$ cat src/rtl/piso_stream_serializer.sv
// Parallel-in/serial-out serializer with a one-word holding register so that
// consecutive words leave the shifter with no idle bit between them.
module piso_stream_serializer #(
  parameter int unsigned DATA_WIDTH = 8,
  parameter bit          MSB_FIRST  = 1'b1,
  parameter bit          IDLE_LEVEL = 1'b1,
  parameter int unsigned CNT_W      = $clog2(DATA_WIDTH)
) (
  input  logic                  clk,
  input  logic                  rst,
  input  logic                  s_valid,
  input  logic [DATA_WIDTH-1:0] s_data,
  output logic                  s_ready,
  input  logic                  shift_en,
  output logic                  ser_out,
  output logic                  ser_frame,
  output logic                  busy
);

  typedef enum logic {S_IDLE, S_SHIFT} state_e;

  state_e                state_q, state_d;
  logic [DATA_WIDTH-1:0] hold_q, hold_d;
  logic                  hold_full_q, hold_full_d;
  logic [DATA_WIDTH-1:0] shreg_q, shreg_d;
  logic [CNT_W-1:0]      cnt_q, cnt_d;
  logic                  ser_out_q, ser_out_d;
  logic                  ser_frame_q, ser_frame_d;
  logic                  load;

  assign s_ready   = !hold_full_q && !rst;
  assign ser_out   = ser_out_q;
  assign ser_frame = ser_frame_q;
  assign busy      = (state_q == S_SHIFT);

  always_comb begin
    state_d     = state_q;
    hold_d      = hold_q;
    hold_full_d = hold_full_q;
    shreg_d     = shreg_q;
    cnt_d       = cnt_q;
    ser_out_d   = ser_out_q;
    ser_frame_d = ser_frame_q;
    load        = 1'b0;

    unique case (state_q)
      S_IDLE: begin
        if (shift_en && hold_full_q) load = 1'b1;
      end
      S_SHIFT: begin
        if (shift_en) begin
          if (cnt_q != '0) begin
            ser_frame_d = 1'b0;
            cnt_d       = cnt_q - 1'b1;
            if (MSB_FIRST) begin
              ser_out_d = shreg_q[DATA_WIDTH-1];
              shreg_d   = shreg_q << 1;
            end else begin
              ser_out_d = shreg_q[0];
              shreg_d   = shreg_q >> 1;
            end
          end else if (hold_full_q) begin
            load = 1'b1;
          end else begin
            ser_out_d   = IDLE_LEVEL;
            ser_frame_d = 1'b0;
            state_d     = S_IDLE;
          end
        end
      end
      default: state_d = S_IDLE;
    endcase

    // Shared by the idle start and the gapless hand-over at the last bit.
    if (load) begin
      hold_full_d = 1'b0;
      ser_frame_d = 1'b1;
      cnt_d       = CNT_W'(DATA_WIDTH - 1);
      state_d     = S_SHIFT;
      if (MSB_FIRST) begin
        ser_out_d = hold_q[DATA_WIDTH-1];
        shreg_d   = hold_q << 1;
      end else begin
        ser_out_d = hold_q[0];
        shreg_d   = hold_q >> 1;
      end
    end

    // Accept needs an empty hold, so it never coincides with a load.
    if (s_valid && s_ready) begin
      hold_d      = s_data;
      hold_full_d = 1'b1;
    end
  end

  always_ff @(posedge clk) begin
    if (rst) begin
      state_q     <= S_IDLE;
      hold_q      <= '0;
      hold_full_q <= 1'b0;
      shreg_q     <= '0;
      cnt_q       <= '0;
      ser_out_q   <= IDLE_LEVEL;
      ser_frame_q <= 1'b0;
    end else begin
      state_q     <= state_d;
      hold_q      <= hold_d;
      hold_full_q <= hold_full_d;
      shreg_q     <= shreg_d;
      cnt_q       <= cnt_d;
      ser_out_q   <= ser_out_d;
      ser_frame_q <= ser_frame_d;
    end
  end

endmodule

$ cat config.mk
export PLATFORM = sky130hd
export DESIGN_NAME = piso_stream_serializer
export DESIGN_NICKNAME = d
export VERILOG_FILES = /design/src/rtl/piso_stream_serializer.sv
export SDC_FILE = /design/constraint.sdc
export NUM_CORES = 1
export LEC_CHECK = 0
export ABC_AREA = 0
export ABC_CLOCK_PERIOD_IN_PS = 1800
export CAP_MARGIN = 20
export CORE_AREA = 2 2 50 52
export DETAILED_ROUTE_END_ITERATION = 16
export DIE_AREA = 0 0 52 54
export PLACE_DENSITY_LB_ADDON = 0.12
export SYNTH_ARGS = -nofsm -noshare
export SYNTH_HDL_FRONTEND = slang
export SYNTH_SLANG_ARGS = --single-unit
$ cat constraint.sdc
create_clock -name clk -period 1.8 [get_ports clk]
set_input_delay 0.36 -clock clk [delete_from_list [all_inputs] [get_ports clk]]
set_output_delay 0.36 -clock clk [all_outputs]
set_load 0.05 [all_outputs]
==> impl_metrics.ini <==
[synth]
synth_top_area_share_pct = 39.9
synth_top_area_cell = dfxtp_1
ys_async_sr_fraction_pct = 0
ys.flop_type = dfxtp_1
postSynthCellCount = 113
synth-seq-cells = 22
syn-num-nets = 127
synth-edff-count = 0
synth_area_leaders = dfxtp_1 (40%), mux2i_1 (7.2%), nor2_1 (4.4%), nor4b_1 (4.0%), a211oi_1 (3.4%)
ys_seq_area_share_pct = 39.9
synth.distinct_cells = 33
syn_area_per_cell_um2 = 9.78
ys.warnings.count = 0
synth_area_um2 = 1100

[worst_setup_path]
cp_slowest_cell = dfxtp_1
critPathArrivalTime_ps = 1310
crit_chain = nor2_1, buf_12
critical_path_class = reg2out
cp_max_fo = 15
cp-start-kind = flop
critical_path_required_ps = 1440
crit_path_end_kind = primary output
cpPeakStageDelay_ps = 650

[place]
portBuffers = 15
place_area_um2 = 1300
gp_congestion = 0.745
dp.cells = 156
hpwl_um = 1580
preCtsSetupSlack_ps = 31.5

[clock_network]
clockBufferDepth = 2
cts_tree = done
cts.sinks = 22
clock_latency_ps = 320
cts_inserted_buffers = 3
ctsResizeCount = 0
post_cts_buffers = 0
root_buffer = clkbuf_4
cts_hold_buf = 0
cts.htree.levels = 1
cts.reportedPaths.clkPinSlew_ps = 130

[global_routing]
grt_pass1_wl_um = 3590
grt_pass1_vias = 823
gr-total-overflow = 0
grt_start_max_net_pins = 22
track_usage_pct = 17.6
grt_antenna_before_repair = 0

[status]
status = complete, no violations

[worst_hold_path]
hold_class = reg2reg

[finish]
area_delta_synth_final_pct = 22.1
layout_commonest_cell = dfxtp_1
antenna_cells = 0
layout.nets = 145
mostFrequentLayoutCells = dfxtp_1 (22), nor2_1 (13), clkdlybuf4s50_1 (11)
final_layout_size_suffix_gt1_share_pct = 17.7
fin_area_um2 = 1350
layout.cells.non_filler = 160
final_core_util_pct = 58.1

[route]
wire_per_inst_um = 13.7
antenna_left = 0
drc = 0
drt_iter0_drc = 15
dr.pass1.iters = 4
vias = 892
routed_wl_um = 2190
viasPerCell = 5.58

[power_and_ir_drop]
power.density_nw_per_um2 = 874
p_leak_nw = 0.493
max-vdd-ir-drop_mv = 0.575

[sta]
fmax_ghz = 0.599
slew_viol_final = 0
worst_slack_ps = 132
tns_ps = 0
period_minus_slack_ps = 1670
skew_ps = 9.43
finalSetupViolations = 0
rsz0062_at_grt = false
hold_viol_final = 0
worst_slew_pin_slew_ps = 490
maxSlewHeadroom_pct = 67.3
finalCritPeriodShare_pct = 92.7

[floorplan]
start_util_pct = 47.6
row_count = 18
die_x_um = 52
die_h_um = 54
core_area_um2 = 2320
ios = 16
die-area_um2 = 2810

[run]
max_cap_violations = 0
[worst paths after layout]
check                to  slack, ps         from  cells past startpoint
max             s_ready        130  hold_full_q                      2
min             ser_out        500      ser_out                      2
max reg2reg  shreg_q[2]        220     cnt_q[0]                      6
min reg2reg     ser_out        500      ser_out                      2
[power breakdown]
part,internal [mW],switching [mW]
combinational,0.118,0.131
sequential,0.520,0.0291
clock,0.225,0.154
[logic make-up after synthesis]
kind of cell	count (synthesis)	share of synthesized area (%)
mux	9	8.27
compound gates	26	20.8
simple gates	40	20.9
fa+ha+maj	2	2.26
buf+inv	14	7.81
flops	22	39.9
[flip-flops by register name (all words and copies together), names as in the netlist]
| register | flops |
|---|---|
| busy | 1 |
| hold_full_q | 1 |
| ser_out | 1 |
| shreg_q | 7 |
| hold_q | 8 |
| cnt_q | 3 |
| ser_frame | 1 |
[through the flow]
stage / hold WS (ps) / power, mW
floorplan: 435 / 0.732
global placement: 469 / 0.806
detailed placement: 475 / 0.811
CTS: 506 / 1.19
global route: 535 / 1.24
finish: 500 / 1.18
[routing by layer]
layer,share of wire [%],up-vias,wire length (um),track usage [%]
met5,0,-,0,0
li1,-,452,-,-
met2,47,16,1030,29.5
met4,1.6,0,34,7.89
met1,48,420,1060,22.1
met3,3.0,4,65,3.33
[cells in the mapped netlist (2+ instances only)]
cell and instances:
dfxtp_1 22, nor2_1 13, mux2i_1 8, buf_2 6, a211oi_1 5, nor4_1 5, nor4b_1 5, a221oi_1 4
inv_1 4, nand2_1 4, nor2b_1 4, buf_6 3, o21ai_0 3, a21oi_1 2, a221oi_2 2, and2_1 2
ha_1 2, nand3b_1 2, o211ai_1 2, o21a_1 2
[area by class of cell]
type	instances	area [um^2]
Clock buffer	3	22.5
Clock inverter	1	30.0
Fill cell	232	971
Inverter	4	15.0
Multi-Input combinational cell	77	578
Sequential cell	22	440
Tap cell	30	37.5
Timing Repair Buffer	23	225
[worst max-delay path: cells and delay by family (launching register included)]
family        cells  cell delay [ps]
buf+inv           1              180
simple gates      1              160
flops             1              650
Power figures use the tool's default switching activity.
